$ cat src/rtl/gray_codec_pipe.sv
// Multi-channel gray<->binary converter pipeline with valid/ready flow control.
// Gray-to-binary resolves its XOR prefix chain a slice of bits per stage; binary outputs are step-checked.
module gray_codec_pipe #(
  parameter int WIDTH    = 8,
  parameter int CHANNELS = 1,
  parameter int STAGES   = 1
) (
  input  logic                      clk,
  input  logic                      rst,
  input  logic                      in_valid,
  output logic                      in_ready,
  input  logic                      in_mode,
  input  logic [WIDTH*CHANNELS-1:0] in_data,
  output logic                      out_valid,
  input  logic                      out_ready,
  output logic                      out_mode,
  output logic [WIDTH*CHANNELS-1:0] out_data,
  output logic [CHANNELS-1:0]       out_step_err
);
  localparam int DW  = WIDTH * CHANNELS;
  localparam int BPS = (WIDTH + STAGES - 1) / STAGES;

  logic [DW-1:0]       data_q [STAGES];
  logic [DW-1:0]       data_d [STAGES];
  logic [STAGES-1:0]   mode_q, mode_d;
  logic [STAGES-1:0]   vld_q, vld_d;
  logic                advance;

  logic [WIDTH-1:0]    prev_bin_q [CHANNELS];
  logic [WIDTH-1:0]    prev_bin_d [CHANNELS];
  logic [CHANNELS-1:0] prev_vld_q, prev_vld_d;
  logic                take_bin;

  function automatic logic [DW-1:0] bin_to_gray(input logic [DW-1:0] w);
    logic [DW-1:0] r;
    r = w;
    for (int c = 0; c < CHANNELS; c++)
      r[c*WIDTH +: WIDTH] = w[c*WIDTH +: WIDTH] ^ (w[c*WIDTH +: WIDTH] >> 1);
    return r;
  endfunction

  // Bits above this stage's slice are already binary, so each slice bit folds in its upper neighbour.
  function automatic logic [DW-1:0] gray_slice(input logic [DW-1:0] w, input int stage);
    logic [DW-1:0] r;
    int            hi;
    int            lo;
    r  = w;
    hi = WIDTH - 1 - stage * BPS;
    lo = hi - BPS + 1;
    for (int c = 0; c < CHANNELS; c++)
      for (int i = WIDTH - 2; i >= 0; i--)
        if (i >= lo && i <= hi)
          r[c*WIDTH + i] = r[c*WIDTH + i] ^ r[c*WIDTH + i + 1];
    return r;
  endfunction

  function automatic logic step_bad(input logic [WIDTH-1:0] cur, input logic [WIDTH-1:0] prev);
    logic [WIDTH-1:0] nxt;
    nxt = prev + 1'b1;
    return (cur != prev) && (cur != nxt);
  endfunction

  assign advance  = !out_valid || out_ready;
  assign in_ready = advance;

  always_comb begin
    vld_d  = vld_q;
    mode_d = mode_q;
    for (int s = 0; s < STAGES; s++)
      data_d[s] = data_q[s];
    if (advance) begin
      vld_d[0]  = in_valid && in_ready;
      mode_d[0] = in_mode;
      data_d[0] = in_mode ? bin_to_gray(in_data) : gray_slice(in_data, 0);
      for (int s = 1; s < STAGES; s++) begin
        vld_d[s]  = vld_q[s-1];
        mode_d[s] = mode_q[s-1];
        data_d[s] = mode_q[s-1] ? data_q[s-1] : gray_slice(data_q[s-1], s);
      end
    end
  end

  always_ff @(posedge clk) begin
    for (int s = 0; s < STAGES; s++)
      data_q[s] <= data_d[s];
    mode_q <= mode_d;
    if (rst) vld_q <= '0;
    else     vld_q <= vld_d;
  end

  // ---- output stage: gated by rst so nothing is presented during the reset cycle itself
  assign out_valid = vld_q[STAGES-1] && !rst;
  assign out_mode  = mode_q[STAGES-1];
  assign out_data  = data_q[STAGES-1];
  assign take_bin  = out_valid && out_ready && !out_mode;

  always_comb begin
    out_step_err = '0;
    prev_vld_d   = prev_vld_q;
    for (int c = 0; c < CHANNELS; c++) begin
      prev_bin_d[c] = prev_bin_q[c];
      if (out_valid && !out_mode && prev_vld_q[c] &&
          step_bad(out_data[c*WIDTH +: WIDTH], prev_bin_q[c]))
        out_step_err[c] = 1'b1;
      if (take_bin) begin
        prev_bin_d[c] = out_data[c*WIDTH +: WIDTH];
        prev_vld_d[c] = 1'b1;
      end
    end
  end

  always_ff @(posedge clk) begin
    for (int c = 0; c < CHANNELS; c++)
      prev_bin_q[c] <= prev_bin_d[c];
    if (rst) prev_vld_q <= '0;
    else     prev_vld_q <= prev_vld_d;
  end

endmodule

$ cat config.mk
export PLATFORM = sky130hd
export DESIGN_NAME = gray_codec_pipe
export DESIGN_NICKNAME = d
export VERILOG_FILES = /design/src/rtl/gray_codec_pipe.sv
export SDC_FILE = /design/constraint.sdc
export NUM_CORES = 1
export LEC_CHECK = 0
export ABC_AREA = 0
export BUFFER_PORTS_ARGS = -buffer_cell sky130_fd_sc_hd__buf_2
export CORE_ASPECT_RATIO = 0.7
export CORE_MARGIN = 2
export CORE_UTILIZATION = 30
export CTS_CLUSTER_DIAMETER = 150
export DETAILED_ROUTE_END_ITERATION = 6
export GPL_TIMING_DRIVEN = 0
export PLACE_DENSITY = 0.55
export SYNTH_ARGS = -nofsm -noshare
export SYNTH_HDL_FRONTEND = slang
export SYNTH_SLANG_ARGS = --single-unit
$ cat constraint.sdc
create_clock -name clk -period 1.9 [get_ports clk]
set_clock_uncertainty 0.05 [all_clocks]
set_input_delay 0.095 -clock clk [delete_from_list [all_inputs] [get_ports clk]]
set_output_delay 0.095 -clock clk [all_outputs]
set_load 0.01 [all_outputs]
# Word level (Yosys, flattened, before mapping)
# Memory sizes are Yosys's and may differ from the RTL's.
# Cells that the tools add are included.
[classes]
n_mux = 10
eq_ne = 2
order_cmp = 0
shifts = 0
div_mod_pow = 0
reduce_logical = 12
n_mul = 0
bitwise = 8
add_sub_neg = 1
[op_table]
columns = ["operator", "count"]
rows = [
  ["2-to-1 mux 8 bit", 3],
  ["inequality test 8 bit", 2],
  ["adder 8 x 1 -> 8 bit, second input constant", 1],
  ["logical AND 1 bit", 8],
  ["XOR 8 x 7 -> 8 bit", 1],
  ["2-to-1 mux 1 bit", 7],
  ["XOR 1 bit", 7],
  ["logical NOT 1 bit", 3],
  ["logical OR 1 bit", 1],
]
[word_totals]
latch_bits = 0
mem_bits_rw = 16
romBits = 0
mem_count = 2
register_bits = 3
out_inout_bits = 12
elab_cells = 38
[memory_table]
columns = ["name", "depth", "width", "rd", "rd_clocked_by_memory_dff", "write_ports", "line_no", "text"]
rows = [
  ["data_q", 1, 8, 1, 0, 1, "23", "logic [DW-1:0] data_q [STAGES];"],
  ["prev_bin_q", 1, 8, 1, 0, 1, "29", "logic [WIDTH-1:0] prev_bin_q [CHANNELS];"],
]

# Depth between registers and ports, before layout
# Gate-level depths: netlist of run 1.
[logic_depth]
depth_word = 18
ltp_mapped = 5
ltp_nobuf = 5

# Least setup slack after synthesis of run 1
# Ideal clock, no wire load.
[synth_timing]
kind = "register to register"
start = "reg out_mode (netlist name)"
end = "mem prev_bin_q[0][0], enable pin"
arrival_time_ns = 1.207
t_required_ns = 1.462
path_stages_with_launch = 2
path_buffers = 0
slack_ns = 0.255
cell_sequence = "edfxtp_1 > nor3b_1"
[synth_rtl]
columns = ["element", "line_no"]
rows = [
  ["end, declared", "29"],
]

# Worst setup path after layout of run 1
[layout_timing]
start = "mem prev_bin_q[0][0]"
end = "out out_step_err"
[layout_via]
elab_chain_len = 6
word_cells_on_any_way = 7
[layout_rtl]
columns = ["element", "line_no", "text"]
rows = [
  ["memory read (1 x 8 bit) (*)", "n/a", ""],
  ["adder 8 x 1 -> 8 bit", "59", "nxt = prev + 1'b1;"],
  ["inequality test 8 bit", "60", "return (cur != prev) && (cur != nxt);"],
  ["logical AND 1 bit (*)", "60", ""],
  ["logical AND 1 bit (*)", "102", "if (out_valid && !out_mode && prev_vld_q[c] &&"],
  ["2-to-1 mux 1 bit (*)", "102", ""],
  ["end, declared", "18", "output logic [CHANNELS-1:0] out_step_err"],
]
# Every way passes the cells marked *; elsewhere a longest branch is shown, timed or not.

==> qor.yml, run 1 <==
placed_design:
  dp_hpwl_mm: 1.62
  gp_congestion: 0.690
  io_buffers: 24
  placed_area_mm2: 0.00129
routing:
  post_drt_wl_per_cell_um: 12.2
  drc: 0
  drt_first_pass_iters: 4
  first_iter_violations: 10
  vias: 752
  antenna_left: 0
  finalWirelength_mm: 2.10
  avgViaCountPerCell: 4.37
critical_path:
  endpoint_kind: "output port"
  reg2reg_depth: 1
  regToRegEndpoint: "prev_bin_q[0][6]"
  arrival_ns: 1.73
  path_class: "reg -> out"
  r2r_start: "out_mode"
  start_kind: "register"
  reg2reg_slack_ns: 0.44
  path_max_fanout: 2
  worstPathRequired_ns: 1.75
sta:
  hold_slack_ns: 0.0111
  rsz0062_at_grt: "true"
  max_freq_mhz: 534
  final.min_clock_period_ns: 1.87
  min_period_over_period_pct: 98.5
  slew_headroom_pct: 54.0
  worstMarginPinSlew_ns: 0.687
  slew_viol_final: 0
  setup_viol: 0
  hold_viol: 0
synthesis:
  syn-cell-area_mm2: 0.00111
  yosysWarnings: 0
  yosysUniqueCellTypes: 34
  synth.avg_cell_area_um2: 12.3
  synth_nets: 104
  syn_inst: 90
  yosysSeqAreaShare_pct: 49.7
  ys_ff_latch: 19
final_layout:
  n_antenna_cell: 0
  syn_to_final_growth_pct: 27.1
  fill_cells: 369
  design_area_mm2: 0.00141
  drive_above_1_share_pct: 33.6
  nets: 137
floorplanning:
  die_area_mm2: 0.00420
  rows: 18
  die_h_um: 54.8
  die_w_um: 76.6
  start_util_pct: 31.3
  io_pins: 25
  coreArea_mm2: 0.00354
pwr:
  total_power_mw: 1.11
  ir_worst_vdd_mv: 0.359
  power_density_mw_per_mm2: 786
  p_leak_nw: 0.549
cts:
  cts.sinks: 19
  root_buffer: "clkbuf_8"
  numCtsBuffers: 3
  cts_tree: "built"
  clk_pin_slew_ns: 0.07
  htreeDepth: 1
  clk_latency_ns: 0.25
  clockBufferDepth: 2
global_route:
  gr-usage-all-layers_pct: 10.6
  grt_antenna_before_repair: 0
  grt_max_degree: 12
  grt_overflow: 0
  grt_pass1_wl_mm: 3.40
  grt_pass1_vias: 748
worst_hold_path:
  min_path_type: "in -> reg"
  worstHoldStart: "rst"
  hold_path_depth: 2
  hold-path-endpoint: "vld_q"
run:
  maxCapViolCount: 0
outcome:
  run_status: "completed"
[placed cells by master, fill, tap and decap left out, drive strengths merged, types with 3 or more instances in the layout]
cell    instances
buf            28
clkbuf          4
edfxtp         17
inv             4
nand4           4
nor2            8
nor2b           3
xnor2          20
xor2            4
[cells in the mapped netlist]
| library cell | n | area, um2 |
|---|---|---|
| xor2_1 | 4 | 35.0 |
| and4_1 | 1 | 8.76 |
| nor3b_1 | 2 | 15.0 |
| nor2_1 | 8 | 30.0 |
| nand4_1 | 4 | 25.0 |
| xnor2_1 | 17 | 149 |
| xnor2_2 | 3 | 48.8 |
| nor2b_1 | 2 | 12.5 |
| a41oi_1 | 1 | 8.76 |
| o2111ai_1 | 1 | 8.76 |
| buf_2 | 1 | 5.00 |
| nand3b_1 | 1 | 7.51 |
| or3_1 | 1 | 6.26 |
| o211ai_1 | 1 | 7.51 |
| inv_1 | 4 | 15.0 |
| xnor3_1 | 2 | 45.0 |
| o21ai_0 | 1 | 5.00 |
| and3_1 | 1 | 6.26 |
| nor4_1 | 1 | 6.26 |
| nand4b_1 | 1 | 8.76 |
| edfxtp_1 | 17 | 510 |
| nand3_1 | 2 | 10.0 |
| nor3_1 | 1 | 5.00 |
| o221ai_1 | 1 | 8.76 |
| nand2b_1 | 2 | 12.5 |
| a211o_1 | 1 | 8.76 |
| mux2i_1 | 1 | 10.0 |
| or2_2 | 1 | 6.26 |
| nor2b_4 | 1 | 13.8 |
| dfxtp_1 | 2 | 40.0 |
| and2_1 | 1 | 6.26 |
| ha_1 | 1 | 12.5 |
| nand2_1 | 1 | 3.75 |
| a21oi_1 | 1 | 5.00 |
[state kept, by name (all words and copies together), names as in the netlist]
name / flops
vld_q: 1
out_mode: 1
data_q: 8
prev_vld_q: 1
prev_bin_q: 8
[stage by stage]
stage,util [%],worst slack (ns),setup TNS (ns),instances
after floorplan,-,0.255,0,90
after global placement,36.5,0.0634,0,164
after detailed placement,36.5,0.0307,0,164
after CTS,38.7,0.0126,0,171
after global routing,39.8,-0.00975,-0.00975,172
final,39.8,0.0277,0,172
[cells by family (layout without fill, tap and decap cells)]
family                   count (synthesis)  count (layout)  share of synthesized area, %
buffers and inverters                    5              37                          1.81
AO/OA/AOI/OAI                            7               7                          4.75
multiplexers                             1               1                         0.904
XOR/XNOR                                26              26                          25.1
adder cells (fa/ha/maj)                  1               1                          1.13
flip-flops                              19              19                          49.7
AND/OR/NAND/NOR                         31              31                          16.6
[how the worst max path moves through the flow]
stage / from / endpoint
after floorplan: out_mode / prev_bin_q[0][0]
after global placement: out_mode / prev_bin_q[0][5]
after detailed placement: out_mode / prev_bin_q[0][5]
after CTS: prev_bin_q[0][0] / out_step_err
after global routing: prev_bin_q[0][0] / out_step_err
final: prev_bin_q[0][0] / out_step_err
[routing by layer]
layer  vias to the layer above  wire length [um]  global-route usage [%]
li1                        388                 -                       -
met5                         -                 0                       0
met3                         2                49                    1.65
met4                         0                19                    5.45
met2                        13              1010                    18.7
met1                       349              1020                    13.2
[critical path, stage by stage, from the launching register on]
cell      delay (ns)
edfxtp_1        0.44
ha_4            0.27
xor2_2          0.13
a211o_1         0.23
nor3_1          0.12
a41oi_1         0.12
buf_2           0.16
[where the power goes]
part           total, mW  switching, mW  internal (mW)
clock              0.276          0.127          0.149
sequential         0.566         0.0517          0.514
combinational      0.265          0.119          0.146
total               1.11          0.298          0.809
[cell type report]
type	instances	area (um2)	area share (%)
plain buffers	1	5.00	0.356
clock buffers	4	45.0	3.20
inverters	4	15.0	1.07
multi-input cells	66	577	41.0
flip-flops and latches	19	551	39.1
well taps	50	62.6	4.44
repair buffers	28	153	10.8
[timing repair]
item                                    in CTS  in global routing
endpoints found under the setup margin       1                  9
pin swaps                                    0                  1
hold buffers                                 1                  0
resized for setup                            2                  4
buffers inserted                             2                  1
hold endpoints to repair                     1                  0
(Power assumes the default switching activity.)
==> inputs of run 2 (changes only) <==
--- a/config.mk
+++ b/config.mk
@@ -10,6 +10,7 @@
 export CORE_ASPECT_RATIO = 0.7
 export CORE_MARGIN = 2
 export CORE_UTILIZATION = 30
+export CTS_BUF_LIST = sky130_fd_sc_hd__clkbuf_8
 export CTS_CLUSTER_DIAMETER = 150
 export DETAILED_ROUTE_END_ITERATION = 6
 export GPL_TIMING_DRIVEN = 0
==> constraint.sdc (replaced) <==
create_clock -name clk -period 2.28 [get_ports clk]
set_clock_uncertainty 0.05 [all_clocks]
set_input_delay 0.114 -clock clk [delete_from_list [all_inputs] [get_ports clk]]
set_output_delay 0.114 -clock clk [all_outputs]
set_load 0.01 [all_outputs]
==> run 2 against run 1 <==
Flip-flop and latch count unchanged. Die area stayed put. Register-to-register slack improved by 0.39 ns. Global-route usage is 0.11 points higher. Hold slack better by 0.037 ns. Sequential share of layout area up 1.7 points. Worst setup slack gained 0.21 ns. Cell count decreased by 1.7%. Routed wire length unchanged. Clock power is 18% lower. Combinational power decreased by 20%. Critical endpoint unchanged. Largest cell class is now registers. Largest power group unchanged. Highest routed layer unchanged.
==> qor.yml, run 2 (synthesis gave the netlist of run 1 again) <==
outcome:
  run_status: "completed"
final_layout:
  n_antenna_cell: 0
  drive_above_1_share_pct: 28.6
  final_cell_mix: "25 x buf_2, 17 x xnor2_1, 17 x edfxtp_1"
  design_area_mm2: 0.00135
  largestRegisters: "data_q: 8 flops, prev_bin_q: 8 flops"
  mostFrequentLayoutCell: "buf_2"
  syn_to_final_growth_pct: 21.9
  nets: 134
  final_core_util_pct: 38.2
  fin_cells: 169
placed_design:
  place_ws_ns: 0.411
  placed_area_mm2: 0.00129
  dp_hpwl_mm: 1.62
  dp_cells: 164
  gp_congestion: 0.690
  io_buffers: 24
floorplanning:
  die_w_um: 76.6
  start_util_pct: 31.3
  coreArea_mm2: 0.00354
  die_h_um: 54.8
  rows: 18
  io_pins: 25
  die_area_mm2: 0.00420
routing:
  first_iter_violations: 7
  finalWirelength_mm: 2.10
  avgViaCountPerCell: 4.44
  antenna_left: 0
  drc: 0
  post_drt_wl_per_cell_um: 12.4
  drt_first_pass_iters: 4
  vias: 750
cts:
  root_buffer: "clkbuf_8"
  clk_latency_ns: 0.25
  clockBufferDepth: 2
  numCtsBuffers: 3
  htreeDepth: 1
  cts.sinks: 19
  cts_tree: "built"
  clk_pin_slew_ns: 0.07
  post_cts.repair.setup_buffers: 0
critical_path:
  endpoint_kind: "output port"
  reg2reg_depth: 1
  path_class: "reg -> out"
  worstPathRequired_ns: 2.12
  reg2reg_slack_ns: 0.83
  arrival_ns: 1.88
  path_max_fanout: 5
  start_kind: "register"
  regToRegEndpoint: "prev_bin_q[0][6]"
  r2r_start: "out_mode"
global_route:
  grt_antenna_before_repair: 0
  gr-usage-all-layers_pct: 10.8
  grt_pass1_vias: 725
  grt_pass1_wl_mm: 3.43
  grt_max_degree: 12
  grt_overflow: 0
worst_hold_path:
  hold-path-endpoint: "data_q[0][7]"
  worstHoldStart: "in_data[7]"
  hold_path_depth: 1
  min_path_type: "in -> reg"
sta:
  setup_tns_ns: 0
  hold_viol: 0
  setup_viol: 0
  rsz0062_at_grt: "false"
  min_period_over_period_pct: 89.5
  slew_viol_final: 0
  hold_slack_ns: 0.0478
  layout_setup_ws_ns: 0.240
  final.min_clock_period_ns: 2.04
  worstMarginPinSlew_ns: 0.671
  max_freq_mhz: 490
  slew_headroom_pct: 55.1
pwr:
  p_leak_nw: 0.526
  seqPwrFrac_pct: 51.6
  internal_power_mw: 0.663
  p_sw_mw: 0.244
  power_density_mw_per_mm2: 672
  switching_share_pct: 26.9
  clkPwrFrac_pct: 24.8
  total_power_mw: 0.907
  ir_worst_vdd_mv: 0.292
  combPwrFrac_pct: 23.5
run:
  maxCapViolCount: 0
run 2: cell count changes in the layout (fill, tap and decap cells not counted):
cell and change:
buf_4 -3, xnor2_1 +2, xnor2_2 -2, clkbuf_1 -1
ha_1 +1, ha_4 -1, inv_1 +1, xor2_1 +1
xor2_2 -1
run 2: what timing repair did:
item	CTS	global route
endpoints found under the hold margin	1	0
hold buffers	1	0
resized for setup	0	1
setup endpoints to repair	0	8
run 2: power groups by stage:
stage | Clock (mW) | Sequential [mW] | Combinational (mW)
global route | 0.244 | 0.475 | 0.233
global placement | 0 | 0.474 | 0.210
floorplan | 0 | 0.478 | 0.135
CTS | 0.229 | 0.469 | 0.215
finish | 0.225 | 0.468 | 0.213
detailed placement | 0 | 0.477 | 0.213
run 2: layer usage:
layer / routed length, um / track usage [%]
met5: 0 / 0
met1: 1020 / 13.7
met4: 19 / 5.45
met3: 58 / 1.65
met2: 999 / 18.4
run 2: how the worst max path moves through the flow:
| stage | from | to | slack, ns | cells after the start |
|---|---|---|---|---|
| floorplan | out_mode | prev_bin_q[0][0] | 0.63 | 1 |
| global placement | out_mode | prev_bin_q[0][5] | 0.44 | 1 |
| detailed placement | out_mode | prev_bin_q[0][5] | 0.41 | 1 |
| CTS | rst | prev_bin_q[0][1] | 0.13 | 4 |
| global route | prev_bin_q[0][0] | out_step_err | 0.16 | 6 |
| finish | prev_bin_q[0][0] | out_step_err | 0.24 | 6 |
run 2: final cells by class:
type,count,area (um2)
Sequential cell,19,551
Buffer,1,5.00
Inverter,4,15.0
Clock inverter,1,3.75
Timing Repair Buffer,25,130
Multi-Input combinational cell,66,542
Tap cell,50,62.6
Clock buffer,3,41.3
Fill cell,370,2190
run 2: critical path, stage by stage, from the launching register on:
cell,delay (ns)
edfxtp_1,0.48
ha_1,0.30
xnor2_1,0.14
a211o_1,0.29
nor3_1,0.13
a41oi_1,0.13
buf_2,0.16
==> inputs of run 3 (changes only) <==
==> constraint.sdc (replaced) <==
create_clock -name clk -period 2 [get_ports clk]
set_clock_uncertainty 0.05 [all_clocks]
set_input_delay 0.1 -clock clk [delete_from_list [all_inputs] [get_ports clk]]
set_output_delay 0.1 -clock clk [all_outputs]
set_load 0.01 [all_outputs]
==> run 3 against run 2 <==
Register-to-register slack got worse by 0.70 ns. Design area rose by 1.3%. Largest power group unchanged. Clock power rose by 13%. Global-route usage fell by 0.11 points. Critical path type unchanged. Total power rose by 14%. Combinational power rose by 15%. Flip-flop and latch count did not move.
==> qor.yml, run 3 (synthesis gave the netlist of run 1 again) <==
outcome:
  run_status: "completed"
floorplanning:
  rows: 18
  die_h_um: 54.8
  io_pins: 25
  die_area_mm2: 0.00420
  coreArea_mm2: 0.00354
  die_w_um: 76.6
  start_util_pct: 31.3
critical_path:
  path_cells: "ha_1 -> xnor2_1 -> a211o_1 -> nor3_1 -> a41oi_1 -> buf_2"
  worstPathRequired_ns: 1.85
  arrival_ns: 1.77
  start_kind: "register"
  path_max_fanout: 4
  path_class: "reg -> out"
  endpoint_kind: "output port"
  max_stage_delay_ns: 0.40
  crit_slowest_cell: "edfxtp_1"
sta:
  worstMarginPinSlew_ns: 1.24
  final.min_clock_period_ns: 1.92
  min_period_over_period_pct: 96.0
  rsz0062_at_grt: "false"
  slew_headroom_pct: 16.8
  setup_viol: 0
  hold_viol: 0
  setup_tns_ns: 0
  slew_viol_final: 0
  max_freq_mhz: 521
routing:
  avgViaCountPerCell: 4.47
  drc: 0
  vias: 765
  finalWirelength_mm: 2.10
  first_iter_violations: 11
  post_drt_wl_per_cell_um: 12.3
  antenna_left: 0
  drt_first_pass_iters: 4
final_layout:
  syn_to_final_growth_pct: 23.5
  n_antenna_cell: 0
  mostFrequentLayoutCell: "buf_2"
  nets: 136
  drive_above_1_share_pct: 29.8
  largestRegisters: "data_q: 8 flops, prev_bin_q: 8 flops"
  final_core_util_pct: 38.7
  final_cell_mix: "25 x buf_2, 17 x edfxtp_1, 16 x xnor2_1"
run:
  maxCapViolCount: 0
pwr:
  ir_worst_vdd_mv: 0.334
  clkPwrFrac_pct: 24.6
  p_leak_nw: 0.540
  combPwrFrac_pct: 23.8
  internal_power_mw: 0.757
  seqPwrFrac_pct: 51.6
  switching_share_pct: 26.7
  p_sw_mw: 0.276
  power_density_mw_per_mm2: 755
cts:
  clockBufferDepth: 2
  clk_latency_ns: 0.25
  htreeDepth: 1
  clk_pin_slew_ns: 0.07
  cts_tree: "built"
  numCtsBuffers: 3
  cts.sinks: 19
  root_buffer: "clkbuf_8"
placed_design:
  io_buffers: 24
  dp_hpwl_mm: 1.62
  gp_congestion: 0.690
global_route:
  grt_pass1_vias: 748
  grt_max_degree: 12
  grt_antenna_before_repair: 0
  grt_overflow: 0
  grt_pass1_wl_mm: 3.40
  gr-usage-all-layers_pct: 10.6
worst_hold_path:
  min_path_type: "in -> reg"
[run 3: final timing paths]
kind	cells after the start	end	from	slack, ns
hold / removal	2	vld_q	rst	0.02
setup reg to reg	1	prev_bin_q[0][6]	out_mode	0.13
hold reg to reg	2	prev_vld_q	prev_vld_q	0.44
setup / recovery	6	out_step_err	prev_bin_q[0][0]	0.08
[run 3: worst max-delay path: cells and delay by family, from the launching register on]
kind            cells  cell delay [ns]
xor+xnor            1             0.14
simple gates        1             0.13
compound gates      2             0.42
flops               1             0.40
buf+inv             1             0.16
fa+ha+maj           1             0.27
[run 3: metrics by stage]
step	worst slack (ns)	std cells	instance area [um2]	hold slack, ns	power [mW]
6_report	0.0804	171	1370	0.0170	1.03
5_1_grt	0.00499	171	1370	0.0260	1.08
4_1_cts	0.0687	171	1360	0.0139	1.04
3_5_place_dp	0.131	164	1290	0.239	0.787
3_3_place_gp	0.163	164	1290	0.238	0.780
2_1_floorplan	0.355	90	1110	0.122	0.699
[run 3: repair_timing]
item / 4_1_cts / 5_1_grt
gates resized for setup: 0 / 1
hold endpoints to repair: 1 / 0
hold buffers: 1 / 0
endpoints found under the setup margin: 1 / 1
setup buffers: 2 / 0
[run 3: final cells by class]
class | instances | area [um2]
clock buffer | 3 | 41.3
inverter | 4 | 15.0
tap | 50 | 62.6
buffer | 1 | 5.00
timing repair buffer | 27 | 145
multi-input combinational | 66 | 544
sequential | 19 | 551
fill | 372 | 2170
clock inverter | 1 | 3.75
[run 3: metal layers]
layer  share of wire (%)  up-vias  track usage, %  wire length, um
met5                   0        -               0                0
met4                0.90        0            5.45               19
met3                 2.8        2            1.65               58
met2                  48       15            18.7             1010
met1                  48      363            13.2             1010
li1                    -      385               -                -
[run 3: power by group through the flow]
stage | Combinational, mW | Sequential (mW) | Clock, mW
2_1_floorplan | 0.154 | 0.545 | 0
3_3_place_gp | 0.239 | 0.541 | 0
3_5_place_dp | 0.243 | 0.544 | 0
4_1_cts | 0.248 | 0.534 | 0.261
5_1_grt | 0.268 | 0.541 | 0.275
6_report | 0.246 | 0.533 | 0.255
